==> config.mk <==
export PLATFORM = sky130hd
export DESIGN_NAME = uart_tx_arb_flat
export DESIGN_NICKNAME = d
export VERILOG_FILES = /design/src/rtl/uart_tx_arb_if.sv /design/src/rtl/uart_tx_arb.sv /design/src/flat_wrapper.sv
export SDC_FILE = /design/constraint.sdc
export NUM_CORES = 1
export LEC_CHECK = 0
export ABC_AREA = 1
export CORE_MARGIN = 5
export CORE_UTILIZATION = 53
export DETAILED_ROUTE_END_ITERATION = 7
export PLACE_DENSITY = 0.79
export SETUP_SLACK_MARGIN = 0.2
export SLEW_MARGIN = 15
export SYNTH_ARGS = -nofsm -noshare
export SYNTH_HDL_FRONTEND = slang
export SYNTH_HIERARCHICAL = 1
export SYNTH_SLANG_ARGS = --single-unit
export TNS_END_PERCENT = 100
==> constraint.sdc <==
create_clock -name clk -period 2 [get_ports clk]
set_input_delay 0.5 -clock clk [delete_from_list [all_inputs] [get_ports clk]]
set_output_delay 0.5 -clock clk [all_outputs]
set_load 0.02 [all_outputs]
==> src/rtl/uart_tx_arb_if.sv <==
// Requester-side and UART-side handshake bundle for the print-channel arbiter.
// master is the arbiter's view; slave is the surrounding datapath/UART view.
interface uart_tx_arb_if #(
  parameter int DP_WIDTH = 8,
  parameter int N_REQ    = 4
);
  logic [N_REQ-1:0]          req_stb;
  logic [N_REQ*DP_WIDTH-1:0] req_data;
  logic [N_REQ-1:0]          req_pend;
  logic [N_REQ-1:0]          req_ovf;
  logic                      ovf_clr;
  logic                      tx_stb;
  logic [DP_WIDTH-1:0]       tx_data;
  logic [1:0]                tx_reg;
  logic                      tx_busy;
  logic                      tx_timeout;
  logic                      idle;

  modport master (
    input  req_stb, req_data, ovf_clr, tx_busy,
    output req_pend, req_ovf, tx_stb, tx_data, tx_reg, tx_timeout, idle
  );

  modport slave (
    output req_stb, req_data, ovf_clr, tx_busy,
    input  req_pend, req_ovf, tx_stb, tx_data, tx_reg, tx_timeout, idle
  );
endinterface

==> src/rtl/uart_tx_arb.sv <==
// Round-robin arbiter sharing one UART print channel among N_REQ requesters,
// each with a one-deep holding slot; the grant index is printed as the register tag.
module uart_tx_arb_slot #(
  parameter int DP_WIDTH = 8
) (
  input  logic                clk,
  input  logic                rst,
  input  logic                stb,
  input  logic [DP_WIDTH-1:0] data,
  input  logic                grant,
  input  logic                ovf_clr,
  output logic                pend,
  output logic [DP_WIDTH-1:0] q,
  output logic                ovf
);
  always_ff @(posedge clk or posedge rst) begin
    if (rst) begin
      pend <= 1'b0;
      q    <= '0;
      ovf  <= 1'b0;
    end else begin
      // a grant frees the slot in the same edge, so a coincident strobe is accepted
      if (stb && (!pend || grant)) begin
        pend <= 1'b1;
        q    <= data;
      end else if (grant) begin
        pend <= 1'b0;
      end
      if (stb && pend && !grant) ovf <= 1'b1;
      else if (ovf_clr)          ovf <= 1'b0;
    end
  end
endmodule

module uart_tx_arb #(
  parameter int DP_WIDTH    = 8,
  parameter int N_REQ       = 4,
  parameter int ACK_TIMEOUT = 4
) (
  input logic           clk,
  input logic           rst,
  uart_tx_arb_if.master bus
);
  localparam int CW = (ACK_TIMEOUT > 1) ? $clog2(ACK_TIMEOUT) : 1;

  typedef enum logic [1:0] {IDLE, WAIT_ACK, WAIT_DONE} state_t;

  state_t                           state, state_n;
  logic [N_REQ-1:0][DP_WIDTH-1:0]   req_data_a;
  logic [N_REQ-1:0][DP_WIDTH-1:0]   slot_q;
  logic [N_REQ-1:0]                 pend, ovf, grant_vec;
  logic [1:0]                       last, sel;
  logic [DP_WIDTH-1:0]              sel_data;
  logic                             sel_vld, grant, to_evt;
  logic [CW-1:0]                    cnt;
  logic                             tx_stb_q, timeout_q;
  logic [DP_WIDTH-1:0]              tx_data_q;
  logic [1:0]                       tx_reg_q;

  assign req_data_a = bus.req_data;

  for (genvar g = 0; g < N_REQ; g++) begin : g_slot
    uart_tx_arb_slot #(.DP_WIDTH(DP_WIDTH)) u_slot (
      .clk     (clk),
      .rst     (rst),
      .stb     (bus.req_stb[g]),
      .data    (req_data_a[g]),
      .grant   (grant_vec[g]),
      .ovf_clr (bus.ovf_clr),
      .pend    (pend[g]),
      .q       (slot_q[g]),
      .ovf     (ovf[g])
    );
  end

  // Rotating priority: indices above last first, then wrap to 0..last.
  always_comb begin
    sel      = '0;
    sel_vld  = 1'b0;
    sel_data = '0;
    for (int j = 0; j < N_REQ; j++) begin
      if (!sel_vld && pend[j] && (j > int'(last))) begin
        sel_vld  = 1'b1;
        sel      = 2'(j);
        sel_data = slot_q[j];
      end
    end
    for (int j = 0; j < N_REQ; j++) begin
      if (!sel_vld && pend[j] && (j <= int'(last))) begin
        sel_vld  = 1'b1;
        sel      = 2'(j);
        sel_data = slot_q[j];
      end
    end
  end

  always_ff @(posedge clk or posedge rst) begin
    if (rst) state <= IDLE;
    else     state <= state_n;
  end

  always_comb begin
    state_n   = state;
    grant     = 1'b0;
    to_evt    = 1'b0;
    grant_vec = '0;
    case (state)
      IDLE: begin
        if (sel_vld) begin
          grant   = 1'b1;
          state_n = WAIT_ACK;
        end
      end
      WAIT_ACK: begin
        if (bus.tx_busy) begin
          state_n = WAIT_DONE;
        end else if (cnt == CW'(ACK_TIMEOUT - 1)) begin
          to_evt  = 1'b1;
          state_n = IDLE;
        end
      end
      WAIT_DONE: begin
        if (!bus.tx_busy) state_n = IDLE;
      end
      default: state_n = IDLE;
    endcase
    for (int j = 0; j < N_REQ; j++) grant_vec[j] = grant && (sel == 2'(j));
  end

  always_ff @(posedge clk or posedge rst) begin
    if (rst) begin
      tx_stb_q  <= 1'b0;
      tx_data_q <= '0;
      tx_reg_q  <= '0;
      last      <= 2'(N_REQ - 1);
      cnt       <= '0;
      timeout_q <= 1'b0;
    end else begin
      tx_stb_q <= grant;
      if (grant) begin
        tx_data_q <= sel_data;
        tx_reg_q  <= sel;
        last      <= sel;
        cnt       <= '0;
      end else if (state == WAIT_ACK && !bus.tx_busy) begin
        cnt <= cnt + CW'(1);
      end
      if (to_evt)           timeout_q <= 1'b1;
      else if (bus.ovf_clr) timeout_q <= 1'b0;
    end
  end

  assign bus.req_pend   = pend;
  assign bus.req_ovf    = ovf;
  assign bus.tx_stb     = tx_stb_q;
  assign bus.tx_data    = tx_data_q;
  assign bus.tx_reg     = tx_reg_q;
  assign bus.tx_timeout = timeout_q;
  assign bus.idle       = (state == IDLE) && !(|pend);
endmodule

==> src/flat_wrapper.sv <==
// flat-port wrapper written by rule: the top's interface ports become plain ports
module uart_tx_arb_flat 
#(
  parameter int DP_WIDTH    = 8,
  parameter int N_REQ       = 4,
  parameter int ACK_TIMEOUT = 4
)
  (clk, rst, bus_req_stb, bus_req_data, bus_ovf_clr, bus_tx_busy, bus_req_pend, bus_req_ovf, bus_tx_stb, bus_tx_data, bus_tx_reg, bus_tx_timeout, bus_idle);
  uart_tx_arb_if #(.DP_WIDTH(DP_WIDTH), .N_REQ(N_REQ)) bus_i ();
  input logic clk;
  input logic rst;
  input wire logic [$bits(bus_i.req_stb)-1:0] bus_req_stb;
  input wire logic [$bits(bus_i.req_data)-1:0] bus_req_data;
  input wire logic [$bits(bus_i.ovf_clr)-1:0] bus_ovf_clr;
  input wire logic [$bits(bus_i.tx_busy)-1:0] bus_tx_busy;
  output wire logic [$bits(bus_i.req_pend)-1:0] bus_req_pend;
  output wire logic [$bits(bus_i.req_ovf)-1:0] bus_req_ovf;
  output wire logic [$bits(bus_i.tx_stb)-1:0] bus_tx_stb;
  output wire logic [$bits(bus_i.tx_data)-1:0] bus_tx_data;
  output wire logic [$bits(bus_i.tx_reg)-1:0] bus_tx_reg;
  output wire logic [$bits(bus_i.tx_timeout)-1:0] bus_tx_timeout;
  output wire logic [$bits(bus_i.idle)-1:0] bus_idle;
  assign bus_i.req_stb = bus_req_stb;
  assign bus_i.req_data = bus_req_data;
  assign bus_i.ovf_clr = bus_ovf_clr;
  assign bus_i.tx_busy = bus_tx_busy;
  assign bus_req_pend = bus_i.req_pend;
  assign bus_req_ovf = bus_i.req_ovf;
  assign bus_tx_stb = bus_i.tx_stb;
  assign bus_tx_data = bus_i.tx_data;
  assign bus_tx_reg = bus_i.tx_reg;
  assign bus_tx_timeout = bus_i.tx_timeout;
  assign bus_idle = bus_i.idle;
  uart_tx_arb #(.DP_WIDTH(DP_WIDTH), .N_REQ(N_REQ), .ACK_TIMEOUT(ACK_TIMEOUT)) u_core (.clk(clk), .rst(rst), .bus(bus_i));
endmodule
==> results of run 1 <==
==> logic make-up (layout without fill, tap and decap cells) <==
logic type,after synthesis,in the layout
simple gates,267,267
fa+ha+maj,1,1
buf+inv,65,178
xor+xnor,1,1
flops,58,58
compound gates,10,10
==> worst register-to-register path, stage by stage, from the launching register on <==
cell and delay, ps:
dfstp_2 560, nand2_2 70, nand2_4 100, nand4_4 130, nor2_4 190, nand2_1 70, nand2_1 70, inv_2 40
nand2_4 90, inv_2 60, nor2_4 110, inv_2 50, nand2_4 110, nand2_8 90, nand2_1 120, nand2_1 70
==> cell usage after synthesis, types with 2 or more instances <==
cell type / number
nand4_1: 16
inv_1: 44
nand2_2: 5
buf_6: 3
dfstp_2: 2
clkinv_1: 2
dfrtp_1: 56
clkbuf_8: 4
o21ai_0: 4
nand2_4: 8
o22ai_2: 4
nand3_1: 27
buf_4: 2
buf_12: 4
nand2_1: 120
inv_4: 2
nor2_1: 51
buf_2: 3
nand3_2: 35
==> cells in the final DEF (no fill, tap or decap), types with 7 or more instances in the layout <==
cell type,instances
nand2_1,95
dlygate4sd2_1,8
nand2_4,12
nand3_1,25
buf_4,31
nor2_1,37
clkdlybuf4s50_1,40
dfrtp_1,52
inv_1,36
nor2_4,7
buf_6,19
nor2_2,9
clkbuf_8,9
inv_2,9
dlymetal6s2s_1,7
nand3_2,33
nand2_2,24
nand4_1,16
==> power by group through the flow <==
stage	Sequential, W	Combinational [W]	Clock, W
final	0.00225	0.00538	0.00104
after detailed placement	0.00221	0.00398	0
after floorplan	0.00233	0.00271	0
after global placement	0.00220	0.00387	0
after global routing	0.00231	0.00581	0.00112
after CTS	0.00221	0.00468	0.00106
==> routing by layer <==
| metal | up-vias | share of wire [%] | global-route usage, % |
|---|---|---|---|
| met4 | 0 | 4.1 | 14.3 |
| met1 | 1464 | 40 | 31.0 |
| met2 | 160 | 49 | 39.8 |
| met5 | - | 0 | 0 |
| li1 | 1495 | - | - |
| met3 | 40 | 7.4 | 4.33 |
==> worst paths after layout <==
path,startpoint,to,slack (ps),cells past startpoint
min reg2reg,u_core/bus.tx_reg[1],u_core/bus.tx_reg[1],470,2
max reg2reg,u_core/last[1],u_core/g_slot[3].u_slot/q[0],-40,15
max in group asynchronous,rst,u_core/g_slot[3].u_slot/pend,1010,2
max,u_core/last[1],u_core/g_slot[3].u_slot/q[0],-40,15
min,u_core/bus.tx_reg[1],u_core/bus.tx_reg[1],470,2
min in group asynchronous,rst,u_core/g_slot[2].u_slot/ovf,670,2
==> layout make-up <==
cell class	instances	area, um^2
multi-input combinational	279	1740
sequential	58	1460
fill	442	1440
timing repair buffer	113	1120
inverter	49	191
clock buffer	9	124
tap	77	96.3
clock inverter	7	70.1
==> repair_timing <==
action,in CTS,in global routing
pin swaps,14,29
endpoints found under the setup margin,51,62
setup buffers,22,8
gates resized for setup,52,71
==> metrics by stage <==
stage / util [%] / total power, W / hold WS [ps] / setup TNS [ps] / worst slack [ps]
after floorplan: - / 0.00504 / 340 / 0 / 220
after global placement: 64.9 / 0.00607 / 451 / 0 / 10.1
after detailed placement: 64.9 / 0.00619 / 463 / -195 / -37.7
after CTS: 72.4 / 0.00796 / 479 / 0 / 58.1
after global routing: 76.9 / 0.00924 / 501 / -2510 / -142
final: 76.9 / 0.00867 / 475 / -67.0 / -38.6
==> impl_metrics.toml, run 1 <==
[final_layout]
stdcell_count = 592
diodes = 0
largest_reg_flops = 32
area_delta_synth_final_pct = 43.3
nets = 551
drive_gt1_share_pct = 36.5
regMostFlops = "u_core/g_slot.u_slot/q"
stdcell_area_um2 = 4800

[placement]
hpwl_um = 6490
dp.cells = 546
placed_area_um2 = 4050
gp_congestion = 0.900
port_buffers = 60

[synthesis]
yosys_warnings = 6
syn_avg_cell_area_um2 = 8.33
muxShareOfSynthArea_pct = 0
synth_cell_type_count = 29
syn_area_um2 = 3350
ys_ff_latch = 58
synthTopCellsByArea = "dfrtp_1, nand2_1, nand3_2"
synth_xor_area_share_pct = 0.262
ys.flop_type = "dfrtp_1"
synth_top_family_by_area = "simple AND/OR/NAND/NOR gates"
seq_area_frac_synth_pct = 43.4
yosysTopAreaCellShare_pct = 41.9
synth_top_cell_by_area = "dfrtp_1"
synth_edf_count = 0
async_reset_ff_share_pct = 100
synthAdderAreaFrac_pct = 0.374
synth_nets = 443
synthCells = 402
synth-compound-area-share_pct = 2.39
synth_simple_gate_area_share_pct = 42.0

[timing]
finClkSkew_ps = 9.15
rsz0062_at_grt = "true"
slew_headroom_pct = 60.4
fmax_mhz = 491
slew_violations = 0
worst_slack_ps = -38.6
tightest_slew_ps = 592
fin_crit_sh_pct = 102
hold_viol = 0
period_minus_slack_ps = 2040
setup_viol = 7

[pwr]
power_frac_comb_pct = 62.0
power_switching_share_pct = 46.3
p_clk_share_pct = 12.0
power.density_nw_per_um2 = 1810
p_seq_share_pct = 26.0
power_switching_w = 0.00402
p_leak_nw = 2.35
vdd_ir_drop_max_uv = 1320
p_int_w = 0.00465

[die]
die_h_um = 89.5
design.portCount = 61
rows = 29
initial_core_util_pct = 53.6
die-area_um2 = 8010
die_w_um = 89.5
coreArea_um2 = 6240

[routing]
wl_per_cell_um = 15.8
drc = 0
via_count = 3159
avgViaCountPerCell = 5.34
drt-initial-drc-count = 245
ant_nets = 0
dr.pass1.iters = 6
drt-total-wl_um = 9380

[critical_path]
path_buf_inv = 3
cp-start-kind = "flip-flop"
crit_family = "simple AND/OR/NAND/NOR gates"
worstPathArrival_ps = 2260
slowest_stage = "dfstp_2"
cpPeakStageDelay_ps = 560
critical_path.endpoint_type = "flip-flop"
worst_path_most_repeated_cell = "nand2_1"
cp_cell_sequence = "nand2_2 > nand2_4 > nand4_4 > nor2_4 > nand2_1 > nand2_1 > inv_2 > nand2_4 > inv_2 > nor2_4 > inv_2 > nand2_4 > nand2_8 > nand2_1 > nand2_1"
cp_max_fo = 8
crit_type = "flip-flop to flip-flop"
cp.required_ps = 2220

[cts]
clk_pin_slew_ps = 70
cts_tree = "built"
cts_sinks = 58
clock_tree.buffer_depth = 2
cts_made_buffers = 9
root_buffer = "clkbuf_8"
clk_latency_ps = 330
h-tree-depth = 3
postCtsHoldBufs = 0

[grt]
grt_pass1_wl_um = 14700
antenna_found_initial = 0
grt_pass1_vias = 3094
grt_max_degree = 20
track_usage_pct = 24.7
grt_overflow = 0

[job]
maxCapViolCount = 0

[hold_path]
hold_class = "flip-flop to flip-flop"

[run_status]
violations = "negative setup slack"
outcome = "finished, violations left"
Note: power is estimated with default switching activity, not from simulation.
==> run 2, diff against run 1 <==
- ABC_AREA: 1 -> 0
- CORE_UTILIZATION: 53 -> 52
- PLACE_DENSITY: 0.79 -> 0.78
==> run 2 against run 1 <==
  * The flow still finishes with violations (negative setup slack)
  * Utilization rose by 6.5 points
  * Synthesized cell count is 33% lower
  * Non-clock buffer count increased by 7
  * First-iteration DRC count fell by 24%
  * Die area shrank 5.6%
  * Fmax fell by 2.1%
  * Clock-buffer cell count is the same
  * Synthesized area down 8.1%
  * Sequential power up 9.8%
==> impl_metrics.toml, run 2 <==
[synthesis]
ys.flop_type = "dfrtp_1"
syn_area_um2 = 3080
ys_ff_latch = 58
yosysTopAreaCellShare_pct = 45.5
yosys-top-cells-count = "dfrtp_1, mux2_4, nand2_1, inv_1"
synth_nets = 312
synth_cell_type_count = 50
seq_area_frac_synth_pct = 47.2
yosys_warnings = 6
synth_most_common_cell = "dfrtp_1"
synth_edf_count = 0
synth_top_cell_by_area = "dfrtp_1"
async_reset_ff_share_pct = 100
synthCells = 271
syn_avg_cell_area_um2 = 11.4
synthTopCellsByArea = "dfrtp_1, mux2_4, a221oi_1"

[cts]
cts_tree = "built"
clk_pin_slew_ps = 70
clk_latency_ps = 330
postCtsHoldBufs = 0
root_buffer = "clkbuf_8"
clock_tree.buffer_depth = 2
h-tree-depth = 3
cts_sinks = 58
cts_made_buffers = 9

[final_layout]
diodes = 0
largest_reg_flops = 32
area_delta_synth_final_pct = 58.5
multi_input_area_um2 = 1880
nets = 431
final_util_pct = 83.4
drive_gt1_share_pct = 46.6
fillers = 325
regMostFlops = "u_core/g_slot.u_slot/q"
final_common_cell = "dfrtp_1"
seqCellArea_um2 = 1460
mostFrequentLayoutCells = "dfrtp_1, buf_4, clkdlybuf4s50_1"

[pwr]
p_leak_nw = 2.26
vdd_ir_drop_max_uv = 1210
power.density_nw_per_um2 = 1980

[die]
design.portCount = 61
initial_core_util_pct = 52.6
die_h_um = 86.9
die_w_um = 86.9
die-area_um2 = 7560
rows = 28
coreArea_um2 = 5850

[grt]
grt-busiest-layer = "met2"
grt_pass1_wl_um = 14100
grt_overflow = 0
use_met1_pct = 33.8
antenna_found_initial = 0
met2_usage_pct = 38.6
grt_max_degree = 19
grt_pass1_vias = 2743
track_usage_pct = 24.2
grt_use_met3_pct = 3.88

[timing]
worst_slack_ps = -81.6
fin_crit_sh_pct = 104
hold_viol = 0
fmax_mhz = 480
fin_tns_setup_ps = -1750
finClkSkew_ps = 4.67
rsz0062_at_grt = "true"
tightest_slew_ps = 439
period_minus_slack_ps = 2080
hold_ws_ps = 495
setup_viol = 32
slew_violations = 0
slew_headroom_pct = 70.7

[critical_path]
crit_type = "flip-flop to flip-flop"
cpPeakStageDelay_ps = 650
worstPathArrival_ps = 2300
cp_max_fo = 8
cp-start-kind = "flip-flop"
cp.required_ps = 2220
critical_path.endpoint_type = "flip-flop"
slowest_stage = "dfstp_2"
cp_cell_sequence = "buf_12 > o21ba_4 > a211oi_4 > buf_4 > a211oi_2 > nand2b_4 > nand2_8 > mux2_4"

[routing]
avgViaCountPerCell = 5.80
drt-total-wl_um = 9420
dr.pass1.iters = 5
ant_nets = 0
drc = 0
wl_per_cell_um = 20.0
drt-initial-drc-count = 185
via_count = 2724

[run_status]
violations = "negative setup slack"
outcome = "finished, violations left"

[placement]
port_buffers = 60
hpwl_um = 6450
gp_congestion = 0.843

[hold_path]
hold_class = "flip-flop to flip-flop"

[job]
maxCapViolCount = 0
[run 2: cell count changes after synthesis, sizes merged, moves of 5 or more]
cell	previous run	this run
nand2	133	27
nand3	62	8
nor2	53	16
mux2	0	32
inv	47	19
nand4	18	2
a221oi	0	14
a21oi	1	9
nand2b	0	7
and3b	0	6
o22ai	4	10
o31ai	0	6
nand3b	0	5
[run 2: worst max-delay path, delay by kind of cell (launching register included)]
| kind | cells | cell delay (ps) |
|---|---|---|
| compound gates | 3 | 390 |
| buf+inv | 2 | 310 |
| flops | 1 | 650 |
| mux | 1 | 310 |
| simple gates | 2 | 310 |
[run 2: through the flow]
step | area (um^2) | total power [W] | setup WS (ps) | std cells
after detailed placement | 4090 | 0.00685 | -116 | 435
after global routing | 4880 | 0.0101 | -141 | 470
after global placement | 4090 | 0.00677 | -103 | 435
after floorplan | 3150 | 0.00516 | -16.9 | 271
after CTS | 4580 | 0.00875 | -24.1 | 464
final | 4880 | 0.00965 | -81.6 | 470
[run 2: final cells by class]
type,count,area share [%]
multi-input cells,182,38.6
well taps,75,1.92
inverters,19,1.51
clock inverters,7,2.08
repair buffers,120,23.4
flip-flops and latches,58,29.9
clock buffers,9,2.54
[run 2: repair_timing]
| action | CTS | global route |
|---|---|---|
| resized for setup | 64 | 48 |
| pin swaps | 18 | 14 |
| buffers inserted | 13 | 6 |
| setup endpoints to repair | 61 | 56 |
[run 2: cell families after synthesis]
family	count (synthesis)	synth area share (%)
multiplexers	33	15.9
XOR/XNOR	2	0.569
flip-flops	58	47.2
adder cells (fa/ha/maj)	1	0.406
AO/OA/AOI/OAI	62	15.2
AND/OR/NAND/NOR	84	16.1
buffers and inverters	31	4.47
[run 2: worst paths after layout]
| kind | start | end | slack [ps] | depth (start not counted) |
|---|---|---|---|---|
| worst max-delay path | u_core/last[1] | u_core/g_slot[3].u_slot/q[5] | -80 | 8 |
| worst min-delay path | u_core/bus.tx_reg[1] | u_core/bus.tx_reg[1] | 500 | 1 |
| worst max register to register | u_core/last[1] | u_core/g_slot[3].u_slot/q[5] | -80 | 8 |
| worst min register to register | u_core/bus.tx_reg[1] | u_core/bus.tx_reg[1] | 500 | 1 |
| max in group asynchronous | rst | u_core/g_slot[2].u_slot/pend | 980 | 2 |
| min in group asynchronous | rst | u_core/g_slot[0].u_slot/q[2] | 680 | 2 |
[run 2: layer usage]
| layer | wire [um] | up-vias | share of wire (%) |
|---|---|---|---|
| met5 | 0 | - | 0 |
| met4 | 178 | 0 | 1.9 |
| met3 | 522 | 15 | 5.5 |
| met2 | 4550 | 105 | 48 |
| met1 | 4160 | 1374 | 44 |
| li1 | - | 1230 | - |
[run 2: report_power, final]
part / switching [W] / leakage [nW] / internal (W) / total [W]
logic: 0.00267 / 1.48 / 0.00329 / 0.00596
clock network: 0.000511 / 0.106 / 0.000711 / 0.00122
registers: 0.000671 / 0.677 / 0.00179 / 0.00247
